File: src/rtl/disp_sched_pkg.sv
// rtl/disp_sched_pkg.sv - shared types and constants for the display update scheduler
// Purpose: FSM state encoding, slot selector encoding and the default settle time.
// Ports: none (package).
package disp_sched_pkg;

  typedef enum logic {
    ST_IDLE  = 1'b0,
    ST_BLANK = 1'b1
  } state_t;

  // Slot selector values carried on slot0/slot1
  localparam logic SLOT1 = 1'b0;  // z1/r1
  localparam logic SLOT2 = 1'b1;  // z2/r2

  localparam int HOLD_CYCLES_DEF = 4;

endpackage

File: src/rtl/disp_sched_rr_arb2.sv
// rtl/disp_sched_rr_arb2.sv - two-requester round-robin arbiter (combinational)
// Purpose: pick one of two requesters; on a tie the one that did not win last time wins.
// Ports:
//   req[1:0]  in  request vector (bit n = channel n)
//   last_gnt  in  channel granted most recently (register held by the parent)
//   enable    in  arbitration allowed this cycle
//   gnt[1:0]  out one-hot grant, all-zero when disabled or idle
module rr_arb2 (
  input  logic [1:0] req,
  input  logic       last_gnt,
  input  logic       enable,
  output logic [1:0] gnt
);

  always_comb begin
    gnt = 2'b00;
    if (enable) begin
      case (req)
        2'b01:   gnt = 2'b01;
        2'b10:   gnt = 2'b10;
        // Tie: favour the channel that is not last_gnt
        2'b11:   gnt = last_gnt ? 2'b01 : 2'b10;
        default: gnt = 2'b00;
      endcase
    end
  end

endmodule

File: src/rtl/disp_sched.sv
// rtl/disp_sched.sv - shares the seven-segment display between two result producers
// Purpose: round-robin grants z/r pairs into slot registers, blanks the scanner via busy
//          for HOLD_CYCLES cycles after every update or clear.
// Ports:
//   clk, rst_n                     clock, asynchronous active-low reset
//   req0/slot0/z0_in/r0_in, ack0   channel 0 request, target slot, data, ack pulse
//   req1/slot1/z1_in/r1_in, ack1   channel 1 request, target slot, data, ack pulse
//   clr                            clear all display values (IDLE only)
//   busy                           high while an update/clear settles
//   z1/r1/z2/r2                    display holding registers
//   upd_cnt                        completed update count, wraps
module disp_sched
  import disp_sched_pkg::*;
#(
  parameter int HOLD_CYCLES = HOLD_CYCLES_DEF,
  parameter int DW          = 8
) (
  input  logic          clk,
  input  logic          rst_n,
  input  logic          req0,
  input  logic          slot0,
  input  logic [DW-1:0] z0_in,
  input  logic [DW-1:0] r0_in,
  output logic          ack0,
  input  logic          req1,
  input  logic          slot1,
  input  logic [DW-1:0] z1_in,
  input  logic [DW-1:0] r1_in,
  output logic          ack1,
  input  logic          clr,
  output logic          busy,
  output logic [DW-1:0] z1,
  output logic [DW-1:0] r1,
  output logic [DW-1:0] z2,
  output logic [DW-1:0] r2,
  output logic [7:0]    upd_cnt
);

  localparam logic [7:0] HOLD_LOAD = 8'(HOLD_CYCLES - 1);

  state_t        r_state;
  logic          r_last_gnt;
  logic [7:0]    r_hold;
  logic          r_ack0;
  logic          r_ack1;
  logic          r_busy;
  logic [DW-1:0] r_z1;
  logic [DW-1:0] r_r1;
  logic [DW-1:0] r_z2;
  logic [DW-1:0] r_r2;
  logic [7:0]    r_upd_cnt;

  logic [1:0]    w_gnt;
  logic          w_enable;
  logic          w_slot;
  logic [DW-1:0] w_z;
  logic [DW-1:0] w_r;

  // clr outranks any request, so it also suppresses arbitration
  assign w_enable = (r_state == ST_IDLE) && !clr;

  rr_arb2 u_arb (
    .req      ({req1, req0}),
    .last_gnt (r_last_gnt),
    .enable   (w_enable),
    .gnt      (w_gnt)
  );

  // Data of the granted channel (only meaningful when w_gnt is non-zero)
  assign w_slot = w_gnt[1] ? slot1 : slot0;
  assign w_z    = w_gnt[1] ? z1_in : z0_in;
  assign w_r    = w_gnt[1] ? r1_in : r0_in;

  always_ff @(posedge clk or negedge rst_n) begin
    if (!rst_n) begin
      r_state    <= ST_IDLE;
      r_last_gnt <= 1'b1;
      r_hold     <= 8'd0;
      r_ack0     <= 1'b0;
      r_ack1     <= 1'b0;
      r_busy     <= 1'b0;
      r_z1       <= '0;
      r_r1       <= '0;
      r_z2       <= '0;
      r_r2       <= '0;
      r_upd_cnt  <= 8'd0;
    end else begin
      r_ack0 <= 1'b0;
      r_ack1 <= 1'b0;
      case (r_state)
        ST_IDLE: begin
          if (clr) begin
            r_z1    <= '0;
            r_r1    <= '0;
            r_z2    <= '0;
            r_r2    <= '0;
            r_hold  <= HOLD_LOAD;
            r_busy  <= 1'b1;
            r_state <= ST_BLANK;
          end else if (w_gnt != 2'b00) begin
            case (w_slot)
              SLOT1: begin
                r_z1 <= w_z;
                r_r1 <= w_r;
              end
              SLOT2: begin
                r_z2 <= w_z;
                r_r2 <= w_r;
              end
              default: ;
            endcase
            r_last_gnt <= w_gnt[1];
            r_ack0     <= w_gnt[0];
            r_ack1     <= w_gnt[1];
            r_upd_cnt  <= r_upd_cnt + 8'd1;
            r_hold     <= HOLD_LOAD;
            r_busy     <= 1'b1;
            r_state    <= ST_BLANK;
          end
        end
        ST_BLANK: begin
          // Counter reaching zero ends the hold; busy drops on the same edge
          if (r_hold == 8'd0) begin
            r_busy  <= 1'b0;
            r_state <= ST_IDLE;
          end else begin
            r_hold <= r_hold - 8'd1;
          end
        end
        default: r_state <= ST_IDLE;
      endcase
    end
  end

  assign ack0    = r_ack0;
  assign ack1    = r_ack1;
  assign busy    = r_busy;
  assign z1      = r_z1;
  assign r1      = r_r1;
  assign z2      = r_z2;
  assign r2      = r_r2;
  assign upd_cnt = r_upd_cnt;

endmodule

File: config.mk
export PLATFORM = sky130hd
export DESIGN_NAME = disp_sched
export DESIGN_NICKNAME = d
export VERILOG_FILES = /design/src/rtl/disp_sched_pkg.sv /design/src/rtl/disp_sched_rr_arb2.sv /design/src/rtl/disp_sched.sv
export SDC_FILE = /design/constraint.sdc
export NUM_CORES = 1
export LEC_CHECK = 0
export BUFFER_PORTS_ARGS = -buffer_cell sky130_fd_sc_hd__clkbuf_2
export CAP_MARGIN = 10
export CORE_AREA = 2 2 77 79
export DETAILED_ROUTE_END_ITERATION = 12
export DIE_AREA = 0 0 79 81
export GPL_TIMING_DRIVEN = 0
export PLACE_DENSITY = 0.74
export SYNTH_ARGS = -nofsm -noshare
export SYNTH_HDL_FRONTEND = slang
export SYNTH_SLANG_ARGS = --single-unit
File: constraint.sdc
create_clock -name clk -period 2.35 [get_ports clk]
set_input_delay 0.1175 -clock clk [delete_from_list [all_inputs] [get_ports clk]]
set_output_delay 0.1175 -clock clk [all_outputs]
set_load 0.05 [all_outputs]
==> results of run 1 <==
-- layer usage --
layer	global-route usage	vias to the layer above	share of wire
met5	0	-	0
li1	-	942	-
met2	0.2958	34	0.51
met3	0.02889	4	0.031
met4	0.05517	0	0.0072
met1	0.2403	971	0.45
-- worst max-delay path, stage by stage, from the launching register on --
cell     delay, ns
dfrtp_1       0.46
nor3b_4       0.41
nand3_2       0.18
a31oi_4       0.35
buf_6         0.21
mux2_2        0.34
-- cells in the mapped netlist, types with 2 or more instances --
library cell / count
nand3_1: 5
nand2_1: 6
or4_1: 3
a22oi_1: 2
and3_1: 17
inv_1: 7
nor2_1: 2
nand4_1: 2
xnor2_1: 6
o21ai_0: 2
nand2b_1: 3
o31ai_1: 2
xor2_1: 2
nor4_1: 3
buf_2: 2
ha_1: 3
buf_6: 3
clkbuf_1: 4
mux2i_1: 3
mux2_2: 33
a21oi_1: 5
dfrtp_1: 52
a31o_2: 16
a21o_1: 2
-- layout by cell type, fill, tap and decap left out, drive strengths merged, types with 2 or more instances in the layout --
cell,n
o21ai,3
nand2,7
mux2,33
xnor2,6
nand3,6
a22oi,2
dfrtp,52
o31ai,2
nor4,3
clkbuf,89
mux2i,3
inv,8
nor3,2
nor2,2
a21o,2
ha,3
or4,4
buf,6
nand2b,3
and3,17
a31o,16
nand4,3
xor2,2
a21oi,6
-- final cells by class --
| type | instances | area, um^2 | share of cell area |
|---|---|---|---|
| clock inverter | 3 | 43.79 | 0.01362 |
| timing repair buffer | 82 | 430.4 | 0.1339 |
| inverter | 7 | 26.28 | 0.008171 |
| sequential | 53 | 1328 | 0.4128 |
| buffer | 9 | 58.81 | 0.01829 |
| multi-input combinational | 137 | 1166 | 0.3626 |
| tap | 75 | 93.84 | 0.02918 |
| clock buffer | 5 | 68.82 | 0.02140 |
-- through the flow --
stage	instance area [um^2]	hold WS, ns	setup WS (ns)	utilization	total power (W)
3_3_place_gp	3073	0.3576	0.2828	0.5414	0.003677
3_5_place_dp	3093	0.1671	0.2635	0.5450	0.003740
4_1_cts	3216	0.03187	0.2597	0.5666	0.004366
5_1_grt	3216	0.05080	0.1604	0.5666	0.004568
6_report	3216	0.04005	0.2830	0.5666	0.004328
2_1_floorplan	2579	-0.1781	0.5460	-	0.003204
-- how the worst max path moves through the flow --
stage                       start     to  slack [ns]  cells after the start
after global placement    r_state  r2[4]        0.28                      5
after CTS                 r_state  z2[2]        0.26                      5
after floorplan           r_state  r2[4]        0.55                      5
final                     r_state  z2[2]        0.28                      5
after detailed placement  r_state  r2[4]        0.26                      5
after global routing      r_state  z2[2]        0.16                      5
-- sequential cells by signal, summed over array words and instances, names as in the netlist --
| name | cells |
|---|---|
| busy | 1 |
| upd_cnt | 8 |
| r_last_gnt | 1 |
| r_hold | 8 |
| z2 | 8 |
| ack0 | 1 |
| ack1 | 1 |
| r_state | 1 |
| z1 | 8 |
| r2 | 8 |
| r1 | 8 |
-- power by group through the flow --
stage | Sequential (W) | Combinational, W | Clock [W]
floorplan | 0.00253 | 0.000671 | 0
global placement | 0.00152 | 0.00216 | 0
detailed placement | 0.00154 | 0.00220 | 0
CTS | 0.00152 | 0.00221 | 0.000637
global route | 0.00157 | 0.00233 | 0.000672
finish | 0.00152 | 0.00219 | 0.000621
-- kinds of logic (layout without fill, tap and decap cells) --
kind of cell	Yosys count	after routing	synth area share
adders and majority gates	3	3	0.01456
and+or+nand+nor	53	53	0.1368
xor gates and xnor gates	8	8	0.02717
DFF	53	53	0.5148
AOI/OAI and AO/OA	37	37	0.1179
buffers and inverters	16	106	0.03299
muxes	36	36	0.1558
-- repair_timing --
| action | in CTS | in global routing |
|---|---|---|
| endpoints found under the setup margin | 0 | 0 |
| hold endpoints to repair | 23 | 0 |
| hold buffers | 1 | 0 |
| resized for setup | 0 | 0 |
==> results.cfg, run 1 <==
[route]
drcViolationCount = 0
via_count = 1951
postRouteAntennaNets = 0
post_drt_wl_per_cell_um = 15.41
viasPerCell = 5.259
firstDrtPassIters = 4
routed_wirelength_um = 5717
drtIter0Drc = 88

[grt]
gr-total-overflow = 0
grt_max_degree = 30
grt_pass1_vias = 1834
grt_use_total = 0.1776
grt_pass1_wl_um = 8866
antenna_found_initial = 0

[sta]
slew_violations = 0
setup_viol = 0
max_freq_mhz = 483.8
rsz0062_at_grt = no
setup-tns-final_ns = 0
final-hold-violation-count = 0
fin_crit_ns = 2.067
finClkSkew_ns = 0.006750
max_slew_margin = 0.4668
worst_pin_slew_ns = 0.7925
finalCritPeriodShare = 0.8796

[placed_design]
place_hpwl_um = 4315
place_congestion = 0.7531
port_buffers = 80
place_inst = 362

[clock_network]
cts_root_buffer = clkbuf_8
cts_tree = built
clk_pin_slew_ns = 0.09
clkSinkCount = 53
post_cts_buffers = 0
cts_inserted_buffers = 5
clock_latency_ns = 0.30
ctsHtreeMaxLevel = 2
cts.path.max_buffers = 2

[final_layout]
stdcell_count = 371
fill_cells = 511
nets = 337
n_antenna_cell = 0
drive_above_1_share = 0.5236
synthToLayoutAreaGrowth_pct = 24.70

[power_and_ir_drop]
p_sw_w = 0.002075
power_density_nw_per_um2 = 1346
p_clk_frac = 0.143
switching_share = 0.4795
internal_power_w = 0.002253
p_comb_frac = 0.505
leakage_nw = 1.664
seqPwrFrac = 0.352
irDropWorstVdd_mv = 0.7374

[synth]
ys_ff_latch = 53
yosysUniqueCellTypes = 45
synth-async-reset-ratio = 1.000
syn-num-nets = 248
synth_cells = 206
syn_area_per_cell_um2 = 12.52
synth_seq_area_share = 0.5148
yosys_most_used_dff = dfrtp_1
yosysWarnings = 0
synth_top_area_cell = dfrtp_1
ys_top_cells_by_area = dfrtp_1 (50%), mux2_2 (14%), a31o_2 (5.4%)
syn_area_um2 = 2579
synth_top_area_frac = 0.5046
synth_edf_count = 0

[worst_setup_path]
rrSetupSlack_ns = 0.28
r2r_end = z2[2]
crit_type = flip-flop to flip-flop
worstRegToRegCells = 5
r2r_start = r_state
critPathArrivalTime_ns = 2.26
path_max_fanout = 10
critical_path_required_ns = 2.54
cp-start-kind = flip-flop
end_kind = flip-flop

[min_path]
hold_path_depth = 2
hp-start = req1
hp-class = primary input to flip-flop
whs_endpoint = ack0

[floorplan]
die_x_um = 79
rows = 28
pin_count = 82
die_area_um2 = 6399
die_h_um = 81
coreArea_um2 = 5675
start_util = 0.4544

[outcome]
status = completed

[job]
drv_cap = 0
No activity file was read; power rests on OpenSTA's default activity.
==> run 2, diff against run 1 <==
--- a/config.mk
+++ b/config.mk
@@ -10,7 +10,6 @@
 export CORE_AREA = 2 2 77 79
 export DETAILED_ROUTE_END_ITERATION = 12
 export DIE_AREA = 0 0 79 81
-export GPL_TIMING_DRIVEN = 0
 export PLACE_DENSITY = 0.74
 export SYNTH_ARGS = -nofsm -noshare
 export SYNTH_HDL_FRONTEND = slang
==> constraint.sdc (replaced) <==
create_clock -name clk -period 2.35 [get_ports clk]
set_input_delay 0.1175 -clock clk [delete_from_list [all_inputs] [get_ports clk]]
set_output_delay 0.1175 -clock clk [all_outputs]
set_load 0.1 [all_outputs]
==> run 2 against run 1 <==
Clock-buffer cell count up 1. Routed wire length shrank 0.19%. Maximum frequency is 6.6% higher. Final area down 0.70%. Flip-flop and latch count is the same. Register-to-register slack better by 0.13 ns. First-iteration DRC count increased by 23%.
==> results.cfg, run 2 (synthesis results as in run 1) <==
[grt]
grt_pass1_wl_um = 8956
grt_pass1_vias = 1862
grt_max_degree = 27
antenna_found_initial = 0
grt_use_total = 0.1780
gr-total-overflow = 0

[route]
wl_met2_um = 2992
firstDrtPassIters = 4
drcViolationCount = 0
post_drt_wl_per_cell_um = 15.46
viasPerCell = 5.290
highest-signal-layer = met4
route.met3.wl_um = 203
postRouteAntennaNets = 0
drtIter0Drc = 108
m1WireLength_um = 2443
via_count = 1952
routed_wirelength_um = 5706

[floorplan]
die_h_um = 81
start_util = 0.4544
die_area_um2 = 6399
rows = 28
pin_count = 82
coreArea_um2 = 5675
die_x_um = 79

[placed_design]
place_congestion = 0.7760
post-place-ws_ns = 0.4303
port_buffers = 81
place_hpwl_um = 4257

[min_path]
hp-class = primary input to flip-flop

[sta]
finalCritPeriodShare = 0.8250
fin_crit_ns = 1.939
max_slew_margin = 0.5563
rsz0062_at_grt = no
final-hold-violation-count = 0
setup_ws_ns = 0.4112
max_freq_mhz = 515.8
finClkSkew_ns = 0.01161
setup-tns-final_ns = 0
setup_viol = 0
worst_pin_slew_ns = 0.6595
slew_violations = 0

[clock_network]
clk_pin_slew_ns = 0.10
cts_tree = built
post_cts_buffers = 0
cts_inserted_buffers = 5
cts.path.max_buffers = 2
cts_root_buffer = clkbuf_8
ctsHtreeMaxLevel = 2
clkSinkCount = 53
cts_resized = 0
clock_latency_ns = 0.30

[final_layout]
drive_above_1_share = 0.5306
nets = 335
final_util = 0.5626
fill_cells = 521
final_cell_mix = clkbuf_2 (81), dfrtp_1 (52), mux2_2 (33), and3_1 (17), a31o_2 (16)
synthToLayoutAreaGrowth_pct = 23.82
n_antenna_cell = 0
seqCellArea_um2 = 1328
layout_commonest_cell = clkbuf_2
multiInputGateArea_um2 = 1166

[worst_setup_path]
critical_path_required_ns = 2.55
path_max_fanout = 10
cp-start-kind = flip-flop
crit_type = flip-flop to flip-flop
critPathArrivalTime_ns = 2.14
end_kind = flip-flop

[job]
drv_cap = 0

[outcome]
status = completed
## run 2: layout make-up
| cell class | instances | area share |
|---|---|---|
| clock buffers | 6 | 0.02273 |
| clock inverters | 2 | 0.01215 |
| inverters | 7 | 0.008229 |
| multi-input cells | 137 | 0.3652 |
| flip-flops and latches | 53 | 0.4158 |
| well taps | 75 | 0.02939 |
| repair buffers | 89 | 0.1466 |
## run 2: path summary, 6_finish.rpt
check | startpoint | end | slack (ns) | cells after the start
max in group asynchronous | rst_n | r_last_gnt | 1.66 | 3
min reg2reg | busy | busy | 0.49 | 1
max reg2reg | r_state | r_hold[6] | 0.41 | 6
min | req1 | ack0 | 0.06 | 2
max | r_state | r_hold[6] | 0.41 | 6
min in group asynchronous | rst_n | upd_cnt[5] | 0.14 | 2
## run 2: per-layer routing
| layer | global-route usage | up-vias |
|---|---|---|
| li1 | - | 936 |
| met1 | 0.2265 | 963 |
| met2 | 0.3068 | 47 |
| met3 | 0.03889 | 6 |
| met4 | 0.05172 | 0 |
| met5 | 0 | - |
## run 2: critical path, stage by stage (launching register included)
cell	delay, ns
dfrtp_1	0.48
buf_4	0.21
nor4_1	0.06
buf_4	0.15
a311o_1	0.37
or4_1	0.44
mux2i_1	0.14
## run 2: timing repair
item	4_1_cts	5_1_grt
endpoints found under the setup margin	0	0
hold endpoints to repair	52	0
hold buffers	1	0
## run 2: stage by stage
stage,cell area [um^2],instances,hold WS [ns]
final,3193,369,0.06113
after global routing,3193,369,0.06631
after CTS,3193,369,0.05395
after detailed placement,3072,360,-0.07781
after global placement,3072,360,-0.08723
after floorplan,2579,206,-0.1781
Power of run 2 is left out: the tool's default activity adds up to more than one toggle a clock period on the data nets, which glitch-free logic cannot reach.
